### src/rtl/dot_accum.sv
// Accumulates per-chunk tree sums into one dot-product result per vector.
// Tags ride a LAT-deep pipe so they line up with sum_in; results leave on a valid/ready port.
//
// state | meaning
// IDLE  | no vector open; next aligned beat starts one (or is a whole vector)
// ACCUM | vector open; acc/cnt/ovf_acc hold its partial result
module dot_accum #(
    parameter int W     = 16,
    parameter int ACC_W = 32,
    parameter int LAT   = 3,
    parameter int CNT_W = 16
) (
    input  logic             clock,
    input  logic             reset,
    input  logic             in_valid,
    input  logic             in_last,
    input  logic [W-1:0]     sum_in,
    output logic [ACC_W-1:0] out_data,
    output logic [CNT_W-1:0] out_count,
    output logic             out_ovf,
    output logic             out_valid,
    input  logic             out_ready,
    output logic             overrun
);

    typedef enum logic {IDLE, ACCUM} state_t;

    state_t state_q, state_d;

    logic a_valid;
    logic a_last;

    generate
        if (LAT == 0) begin : g_nopipe
            assign a_valid = in_valid;
            assign a_last  = in_valid & in_last;
        end else begin : g_pipe
            // Each entry is {valid, last}; last is pre-qualified by valid.
            logic [1:0] tag_q [LAT];

            always_ff @(posedge clock) begin
                if (reset) begin
                    for (int i = 0; i < LAT; i++) tag_q[i] <= '0;
                end else begin
                    tag_q[0] <= {in_valid, in_valid & in_last};
                    for (int i = 1; i < LAT; i++) tag_q[i] <= tag_q[i-1];
                end
            end

            assign a_valid = tag_q[LAT-1][1];
            assign a_last  = tag_q[LAT-1][0];
        end
    endgenerate

    logic [ACC_W-1:0] sum_ext;
    logic [ACC_W:0]   add_full;
    logic [ACC_W-1:0] acc_q, acc_d;
    logic [CNT_W-1:0] cnt_q, cnt_d, cnt_inc;
    logic             ovf_acc_q, ovf_acc_d;

    logic             pub;
    logic [ACC_W-1:0] pub_data;
    logic [CNT_W-1:0] pub_count;
    logic             pub_ovf;

    assign sum_ext  = ACC_W'(sum_in);
    assign add_full = {1'b0, acc_q} + {1'b0, sum_ext};
    assign cnt_inc  = (cnt_q == '1) ? cnt_q : cnt_q + CNT_W'(1);

    always_comb begin
        state_d   = state_q;
        acc_d     = acc_q;
        cnt_d     = cnt_q;
        ovf_acc_d = ovf_acc_q;
        pub       = 1'b0;
        pub_data  = add_full[ACC_W-1:0];
        pub_count = cnt_inc;
        pub_ovf   = ovf_acc_q | add_full[ACC_W];
        case (state_q)
            IDLE: begin
                if (a_valid) begin
                    if (a_last) begin
                        pub       = 1'b1;
                        pub_data  = sum_ext;
                        pub_count = CNT_W'(1);
                        pub_ovf   = 1'b0;
                    end else begin
                        acc_d     = sum_ext;
                        cnt_d     = CNT_W'(1);
                        ovf_acc_d = 1'b0;
                        state_d   = ACCUM;
                    end
                end
            end
            ACCUM: begin
                if (a_valid) begin
                    if (a_last) begin
                        pub     = 1'b1;
                        state_d = IDLE;
                    end else begin
                        acc_d     = add_full[ACC_W-1:0];
                        cnt_d     = cnt_inc;
                        ovf_acc_d = ovf_acc_q | add_full[ACC_W];
                    end
                end
            end
            default: state_d = IDLE;
        endcase
    end

    always_ff @(posedge clock) begin
        if (reset) begin
            state_q   <= IDLE;
            acc_q     <= '0;
            cnt_q     <= '0;
            ovf_acc_q <= 1'b0;
        end else begin
            state_q   <= state_d;
            acc_q     <= acc_d;
            cnt_q     <= cnt_d;
            ovf_acc_q <= ovf_acc_d;
        end
    end

    // A publish always wins over an accept in the same cycle, so no result is lost there.
    always_ff @(posedge clock) begin
        if (reset) begin
            out_data  <= '0;
            out_count <= '0;
            out_ovf   <= 1'b0;
            out_valid <= 1'b0;
            overrun   <= 1'b0;
        end else if (pub) begin
            out_data  <= pub_data;
            out_count <= pub_count;
            out_ovf   <= pub_ovf;
            out_valid <= 1'b1;
            if (out_valid && !out_ready) overrun <= 1'b1;
        end else if (out_valid && out_ready) begin
            out_valid <= 1'b0;
        end
    end

endmodule
### config.mk
export PLATFORM = sky130hd
export DESIGN_NAME = dot_accum
export DESIGN_NICKNAME = d
export VERILOG_FILES = /design/src/rtl/dot_accum.sv
export SDC_FILE = /design/constraint.sdc
export NUM_CORES = 1
export LEC_CHECK = 0
export ABC_AREA = 1
export CORE_ASPECT_RATIO = 0.6
export CORE_MARGIN = 8
export CORE_UTILIZATION = 57
export DETAILED_ROUTE_END_ITERATION = 8
export DONT_BUFFER_PORTS = 1
export GPL_TIMING_DRIVEN = 0
export HOLD_SLACK_MARGIN = 0.1
export PLACE_DENSITY = 0.69
export REMOVE_ABC_BUFFERS = 1
export SLEW_MARGIN = 20
export SYNTH_ARGS = -nofsm -noshare
export SYNTH_HDL_FRONTEND = slang
export SYNTH_SLANG_ARGS = --single-unit
### constraint.sdc
create_clock -name clock -period 2.6 [get_ports clock]
set_clock_uncertainty 0.05 [all_clocks]
set_input_delay 0.39 -clock clock [delete_from_list [all_inputs] [get_ports clock]]
set_output_delay 0.39 -clock clock [all_outputs]
set_load 0.005 [all_outputs]
==> impl_metrics.tcl <==
set metrics [dict create \
    status "completed" \
    cts-htree-levels 3 \
    syn-cell-area_sq_um 5810 \
    num_vias 5636 \
    area_growth_pct 7.90 \
    drive_above_1_share 0.0473 \
    fin_area_sq_um 6270 \
    p_sw_uw 872 \
    post-route-min-period_ps 2190 \
    path_class "register to register" \
    fmax_ghz 0.456 \
    rsz0062_at_grt "false" \
    drtIter0Drc 330 \
    antenna-diode-count 0 \
    clockBufferDepth 2 \
    nFillCells 949 \
    reg2reg_slack_ps 410 \
    routed_wl_um 15600 \
    cts_tree "yes" \
    firstDrtPassIters 5 \
    dieWidth_um 146 \
    r2r_start "acc_q[0]" \
    die_h_um 94.2 \
    ant_nets 0 \
    cp-end-kind "register" \
    power.static_leakage_nw 2.77 \
    report.final.slew_viol_count 0 \
    path_clk_slew_ps 80 \
    grt_first_pass_wirelength_um 26100 \
    final_common_cell "nand2_1" \
    p_comb_frac 0.083 \
    power_mw 3.30 \
    finalSetupTns_ps 0 \
    syn_inst 880 \
    maxCapViolCount 0 \
    rr_worst_depth 12 \
    stdcell_count 1002 \
    final.period_utilization 0.843 \
    core_sq_um 9880 \
    worst-path-max-fanout 3 \
    p_seq_frac 0.516 \
    dieArea_sq_um 13800 \
    avgSynthCellArea_sq_um 6.60 \
    worstHoldEndpoint "g_pipe.tag_q[0][0]" \
    final_cell_mix "241 x nand2_1, 106 x dfxtp_1, 103 x inv_1" \
    r2r-end "acc_q[28]" \
    synthDistinctLibCells 39 \
    antenna_found_initial 0 \
    slew_headroom 0.311 \
    fin_util 0.635 \
    p_clk_frac 0.401 \
    ys_ff_latch 107 \
    clock_latency_ps 340 \
    p_sw_frac 0.264 \
    p_per_area_nw_per_um2 527 \
    dpl_cell_area_sq_um 5950 \
    cts_buffers 9 \
    start_util 0.588 \
    synth_ff_type "dfxtp_1" \
    vias_per_cell 5.62 \
    max_slew.worst_pin.slew_ps 1030 \
    min_from "in_valid" \
    wire_per_inst_um 15.6 \
    setup_viol_count_final 0 \
    ios 72 \
    hpwl_um 11700 \
    synth_async_sr_flop_share 0 \
    peakVddDrop_uv 415 \
    fp-row-count 28 \
    drc 0 \
    finalHoldViolCount 0 \
    critPathLaunchType "register" \
    whs_path_depth 2 \
    holdCritPathClass "primary input to register" \
    dp.cells 983 \
    grt_pass1_vias 5291 \
    synth_edf_count 0 \
    cts_sinks 107 \
    gr-usage-all-layers 0.230 \
    port_buffers 0 \
    yosys_warnings 0 \
    grt_max_degree 49 \
    intPower_mw 2.43 \
    cp.required_ps 2830 \
    yosysSeqAreaShare 0.369 \
    worstPathArrival_ps 2420 \
    fin_nets 901 \
    grt-ovfl-total 0 \
    place.gp.congestion 0.948 \
    root_buffer "clkbuf_16" \
    crit_start "acc_q[0]" \
]
-- flip-flops by register name (all words and copies together), names as in the netlist, 6 cells and up, named ones only --
register      flops
acc_q            32
g_pipe.tag_q      6
cnt_q            16
out_count        16
out_data         32
-- kinds of logic after synthesis --
group,Yosys count,share of synthesized area
AND/OR/NAND/NOR,424,0.318
AO/OA/AOI/OAI,176,0.161
buffers and inverters,144,0.0945
flip-flops,107,0.369
adder cells (fa/ha/maj),18,0.0401
XOR/XNOR,9,0.0136
multiplexers,2,0.00345
-- worst max-delay path, stage by stage (launching register included) --
cell     delay [ps]
dfxtp_1         310
ha_1            210
fa_1            390
nand2_1         110
nand2_1          70
and2_1          200
nand3_1         160
nand3_1         160
nand2_1         130
nand2_1          70
nand2_1          60
nand3_1          90
a21oi_1         130
-- worst max-delay path by stage --
stage and endpoint:
2_1_floorplan acc_q[2], 3_3_place_gp acc_q[2], 3_5_place_dp out_data[28], 4_1_cts acc_q[28]
5_1_grt out_data[16], 6_report acc_q[28]
-- cell type report --
| type | instances | area (sq um) | share of cell area |
|---|---|---|---|
| clock buffer | 9 | 225 | 0.0359 |
| clock inverter | 7 | 60.1 | 0.00958 |
| inverter | 108 | 405 | 0.0647 |
| multi-input combinational | 629 | 3130 | 0.500 |
| sequential | 107 | 2140 | 0.342 |
| tap | 135 | 169 | 0.0269 |
| timing repair buffer | 7 | 133 | 0.0212 |
-- power by group through the flow --
stage               registers [mW]  logic [mW]  clock network (mW)
floorplan                     1.73       0.189                   0
global placement              1.74       0.239                   0
detailed placement            1.74       0.264                   0
CTS                           1.70       0.271                1.35
global route                  1.71       0.309                1.39
finish                        1.70       0.274                1.32
-- per-stage QoR --
step	setup WS, ps	hold slack (ps)
2_1_floorplan	-1120	338
3_3_place_gp	-2630	338
3_5_place_dp	321	352
4_1_cts	419	102
5_1_grt	261	110
6_report	407	123
-- Yosys cell counts (5+ instances only) --
| cell | instances | share of area |
|---|---|---|
| dfxtp_1 | 107 | 0.37 |
| clkbuf_1 | 27 | 0.017 |
| inv_1 | 104 | 0.067 |
| buf_2 | 5 | 0.0043 |
| a31oi_1 | 12 | 0.013 |
| nand2_1 | 241 | 0.16 |
| xor2_1 | 6 | 0.0090 |
| o21ai_0 | 76 | 0.065 |
| ha_1 | 17 | 0.037 |
| o211ai_1 | 6 | 0.0078 |
| a21oi_1 | 47 | 0.040 |
| nand3_1 | 64 | 0.055 |
| nand4_1 | 10 | 0.011 |
| nand3b_1 | 10 | 0.013 |
| o21ai_1 | 26 | 0.022 |
| nor3_1 | 11 | 0.0095 |
| nor2_1 | 65 | 0.042 |
-- routing by layer --
metal | routed length [um] | GRT usage
met5 | 0 | 0
met4 | 173 | 0.0614
met3 | 1330 | 0.0601
met2 | 6440 | 0.348
met1 | 7670 | 0.319
-- timing repair --
| action | in CTS | in global routing |
|---|---|---|
| resized for setup | 0 | 0 |
| buffers inserted | 0 | 0 |
| setup endpoints to repair | 0 | 0 |
| endpoints found under the hold margin | 7 | 0 |
| hold buffers | 3 | 0 |
Power figures use the tool's default switching activity.
